### config.mk
export PLATFORM = sky130hd
export DESIGN_NAME = reg_file_mp
export DESIGN_NICKNAME = d
export VERILOG_FILES = /design/src/rtl/reg_file_pkg.sv /design/src/rtl/reg_file_clr_seq.sv /design/src/rtl/reg_file_mp.sv
export SDC_FILE = /design/constraint.sdc
export NUM_CORES = 1
export LEC_CHECK = 0
export BUFFER_PORTS_ARGS = -buffer_cell sky130_fd_sc_hd__buf_4
export CORE_ASPECT_RATIO = 0.9
export CORE_UTILIZATION = 52
export CTS_BUF_LIST = sky130_fd_sc_hd__clkbuf_4 sky130_fd_sc_hd__clkbuf_8 sky130_fd_sc_hd__clkbuf_16
export DETAILED_ROUTE_END_ITERATION = 7
export PLACE_DENSITY = 0.66
export SLEW_MARGIN = 25
export SYNTH_ARGS = -nofsm -noshare
export SYNTH_HDL_FRONTEND = slang
export SYNTH_SLANG_ARGS = --single-unit
### constraint.sdc
create_clock -name clk -period 6.65 [get_ports clk]
set_input_delay 0.665 -clock clk [delete_from_list [all_inputs] [get_ports clk]]
set_output_delay 0.665 -clock clk [all_outputs]
set_load 0.01 [all_outputs]
### src/rtl/reg_file_pkg.sv
// Shared types and defaults for the multi-port register file.
// Default build: REGFILE_BYPASS_EN undefined (no write-through forwarding).
package reg_file_pkg;

    typedef enum logic [0:0] {
        CLEAR = 1'b0,
        READY = 1'b1
    } state_t;

    localparam int DATA_W_DEF = 32;
    localparam int ADDR_W_DEF = 5;
    localparam int NUM_RD_DEF = 2;

    function automatic int reg_file_depth(input int addr_w);
        return 1 << addr_w;
    endfunction

endpackage

### src/rtl/reg_file_clr_seq.sv
// Post-reset clear sequencer: sweeps every entry to zero, then raises ready.
module reg_file_clr_seq
    import reg_file_pkg::*;
#(
    parameter int ADDR_W = ADDR_W_DEF
) (
    input  logic              clk,
    input  logic              rst_n,
    output logic              ready,
    output logic              clr_we,
    output logic [ADDR_W-1:0] clr_addr
);

    state_t            state;
    logic [ADDR_W-1:0] idx;

    always_ff @(posedge clk or negedge rst_n) begin
        if (!rst_n) begin
            state <= CLEAR;
            idx   <= '0;
        end else if (state == CLEAR) begin
            // idx holds at the last entry; the state change ends the sweep
            if (idx == '1) begin
                state <= READY;
            end else begin
                idx <= idx + ADDR_W'(1);
            end
        end
    end

    assign ready    = (state == READY);
    assign clr_we   = (state == CLEAR);
    assign clr_addr = idx;

endmodule

### src/rtl/reg_file_mp.sv
// Parametrised register file: NUM_RD combinational read ports, one write port.
// Optional macro REGFILE_BYPASS_EN enables write-through forwarding to reads.
module reg_file_mp
    import reg_file_pkg::*;
#(
    parameter int DATA_W   = DATA_W_DEF,
    parameter int ADDR_W   = ADDR_W_DEF,
    parameter int NUM_RD   = NUM_RD_DEF,
    parameter int ZERO_REG = 1
) (
    input  logic                     clk,
    input  logic                     rst_n,
    input  logic [NUM_RD*ADDR_W-1:0] ra,
    output logic [NUM_RD*DATA_W-1:0] rd,
    input  logic                     we,
    input  logic [ADDR_W-1:0]        wa,
    input  logic [DATA_W-1:0]        wd,
    output logic                     ready
);

    localparam int DEPTH = reg_file_depth(ADDR_W);

    logic [DATA_W-1:0] regs [DEPTH];

    logic              clr_we;
    logic [ADDR_W-1:0] clr_addr;
    logic              we_eff;
    logic              wr_en;
    logic [ADDR_W-1:0] wr_addr;
    logic [DATA_W-1:0] wr_data;

    reg_file_clr_seq #(
        .ADDR_W (ADDR_W)
    ) u_clr_seq (
        .clk      (clk),
        .rst_n    (rst_n),
        .ready    (ready),
        .clr_we   (clr_we),
        .clr_addr (clr_addr)
    );

    assign we_eff  = ready & we & ~((ZERO_REG != 0) && (wa == '0));
    assign wr_en   = clr_we | we_eff;
    assign wr_addr = clr_we ? clr_addr : wa;
    assign wr_data = clr_we ? '0 : wd;

    // No reset on the array so it maps onto RAM; the sequencer clears it
    always_ff @(posedge clk) begin
        if (wr_en) begin
            regs[wr_addr] <= wr_data;
        end
    end

    for (genvar i = 0; i < NUM_RD; i++) begin : g_rd
        logic [ADDR_W-1:0] a;
        logic [DATA_W-1:0] q;

        assign a = ra[i*ADDR_W +: ADDR_W];

        always_comb begin
            q = '0;
            if (ready && !((ZERO_REG != 0) && (a == '0))) begin
`ifdef REGFILE_BYPASS_EN
                if (we_eff && (a == wa)) begin
                    q = wd;
                end else begin
                    q = regs[a];
                end
`else
                q = regs[a];
`endif
            end
        end

        assign rd[i*DATA_W +: DATA_W] = q;
    end

endmodule

==> out/metrics.cfg <==
[route]
drt-pass1-iter-count = 6
detail_route.vias_per_cell = 7.22
num_vias = 31200
drtAntennaViolNets = 0
drc = 0
routed_wl_mm = 160
routedWlPerCell_um = 37.0
drt-initial-drc-count = 4860

[synth]
ys_ff_latch = 1030
yosysSeqAreaShare_pct = 64.1
synth_flop_cell = edfxtp_1
ys_warn_count = 0
syn_area_sq_um = 48200
synth_cells = 2920
avgSynthCellArea_sq_um = 16.5
ys_types = 46
synth_edf_count = 1024
syn_nets = 2972
asyncSetResetFlopFracSynth_pct = 0.583

[min_path]
hp-class = input port to async pin

[worst_setup_path]
reg2reg_depth = 5
cp-end-kind = primary output
worstPathRequired_ns = 5.98
start_kind = flip-flop
arrival_ns = 4.39
cp_max_fo = 39
path_class = flip-flop to primary output

[run_status]
run_status = finished, final reports clean

[power_and_ir_drop]
switching_power_uw = 3320
seqPwrFrac_pct = 49.8
p_int_uw = 11100
powerDensity_nw_per_um2 = 265
leakage_uw = 0.0177
ir_drop_uv = 197
power_frac_comb_pct = 8.8
p_clk_share_pct = 41.4
switching_share_pct = 23.1

[clock_network]
clk_path_buf_depth = 3
clk_latency_ns = 0.67
clkTransAtPathRegs_ns = 0.06
cts_tree = yes
h-tree-depth = 3
cts_root_buffer = clkbuf_16
cts_resized = 0
post_cts_buffers = 0
numCtsBuffers = 106
clock-sinks = 1030

[global_routing]
grt_start_max_net_pins = 111
grt_pass1_wl_mm = 224
grt_pass1_vias = 30600
grt_usage_pct = 33.9
antenna_found_initial = 5
grt_overflow = 0

[sta]
fin_worst_skew_ns = 0.0147
slew_headroom_pct = 19.2
setup_viol = 0
slew_viol_final = 0
max_freq_mhz = 198
grt_setup_unrepaired = no
worst-slew-pin-transition_ns = 1.21
fin_crit_sh_pct = 76.0
hold_viol_final = 0
worst_slack_ns = 1.60
setup_tns_ns = 0
min_period_ns = 5.05

[finish]
drive_above_1_share_pct = 28.6
nets = 3050
syn_to_final_growth_pct = 12.5
nFillCells = 6837

[floorplan]
die_area_sq_um = 94000
start_util_pct = 52.7
die_x_um = 323
rows = 105
ios = 115
fp.dieH_um = 291
core_area_sq_um = 91400

[placed_design]
gp_congestion = 0.890
place_ws_ns = 2.26
dp_hpwl_mm = 91.6
io_buffers = 114

[flow_run]
cap_violations = 0

[per-stage QoR]
stage               power (uW)  instances  cell area (sq um)  util, %  hold WS, ns
finish                   14400       4317              54200     59.3        0.357
global route             14700       4315              54200     59.3        0.353
CTS                      14400       4313              54200     59.2        0.333
detailed placement        8530       4117              50700     55.5        0.477
global placement          8510       4112              50600     55.3        0.473
floorplan                 8010       2920              48200        -        0.369
[layout make-up]
type	count	area (sq um)	share of cell area [%]
multi-input cells	1653	16600	30.6
diodes	2	5.00	0.00923
clock inverters	64	548	1.01
well taps	1230	1540	2.84
inverters	5	18.8	0.0346
flip-flops and latches	1030	30900	57.0
repair buffers	202	1740	3.21
clock buffers	131	2890	5.33
[layout by cell type (no fill, tap or decap), drive strengths merged, types with 65 or more instances in the layout]
cell type,instances
edfxtp,1024
mux2i,292
mux4,236
buf,200
mux2,199
a22oi,192
clkbuf,132
nand3,105
o21ai,69
nor2b,67
o22ai,66
nand4,65
[logic make-up (layout without fill, tap and decap cells)]
logic type / Yosys count / count (layout) / synth area share [%]
mux: 727 / 727 / 21.7
fa+ha+maj: 2 / 2 / 0.0519
other cells: 0 / 2 / 0
buf+inv: 237 / 402 / 2.29
simple gates: 454 / 454 / 5.10
compound gates: 467 / 467 / 6.69
flops: 1030 / 1030 / 64.1
xor+xnor: 3 / 3 / 0.0545
[Yosys cell counts (6+ instances only)]
| master | count | area (sq um) |
|---|---|---|
| a211oi_1 | 64 | 480 |
| dfrtp_1 | 6 | 150 |
| o22ai_1 | 66 | 413 |
| buf_1 | 12 | 45.0 |
| mux2i_1 | 292 | 2920 |
| o21ai_0 | 69 | 345 |
| or3_1 | 31 | 194 |
| clkbuf_1 | 106 | 398 |
| nand4_1 | 65 | 407 |
| nor2b_1 | 67 | 419 |
| a22oi_1 | 192 | 1440 |
| nor2_1 | 43 | 161 |
| edfxtp_1 | 1024 | 30700 |
| o31a_1 | 31 | 272 |
| nand3_1 | 105 | 526 |
| buf_2 | 89 | 445 |
| nand2_1 | 61 | 229 |
| mux4_2 | 236 | 5320 |
| and3_1 | 26 | 163 |
| and2_1 | 37 | 231 |
| mux2_2 | 199 | 2240 |
| a21oi_1 | 31 | 155 |
| buf_4 | 23 | 173 |
| a32oi_1 | 8 | 70.1 |
[critical path, cell delays in order (launching register included)]
cell     delay [ns]
dfrtp_2        0.97
buf_4          0.47
and3_2         1.00
o21ai_0        0.22
o31a_1         0.34
nand4_1        0.42
buf_4          0.23
[power by group through the flow]
stage / sequential (uW) / combinational (uW) / clock [uW]
2_1_floorplan: 7300 / 712 / 0
3_3_place_gp: 7300 / 1210 / 0
3_5_place_dp: 7300 / 1230 / 0
4_1_cts: 7160 / 1230 / 5970
5_1_grt: 7160 / 1300 / 6200
6_report: 7160 / 1270 / 5950
[final timing paths]
| check | from | end | slack, ns |
|---|---|---|---|
| max reg2reg | u_clr_seq.ready | regs[26][4] | 2.63 |
| min | rst_n | u_clr_seq.ready | 0.36 |
| min in group clk | u_clr_seq.clr_addr[0] | u_clr_seq.clr_addr[0] | 0.54 |
| min reg2reg | u_clr_seq.clr_addr[0] | u_clr_seq.clr_addr[0] | 0.54 |
| max | u_clr_seq.ready | rd[23] | 1.60 |
| max in group asynchronous | rst_n | u_clr_seq.ready | 6.17 |
[sequential cells by signal, summed over array words and instances (netlist names)]
signal / count
regs: 1024
u_clr_seq.clr_addr: 5
u_clr_seq.ready: 1
[per-layer routing]
metal / GRT usage (%) / share of wire, % / vias up
li1: - / - / 12200
met5: 0 / 0.016 / -
met4: 15.2 / 4.7 / 4
met2: 50.3 / 45 / 2399
met1: 47.6 / 38 / 16100
met3: 8.54 / 13 / 449
[timing repair]
action                                 CTS  global route
setup endpoints to repair                0             0
hold buffers                             1             0
endpoints found under the hold margin    6             0
No activity file was read; power rests on OpenSTA's default activity.
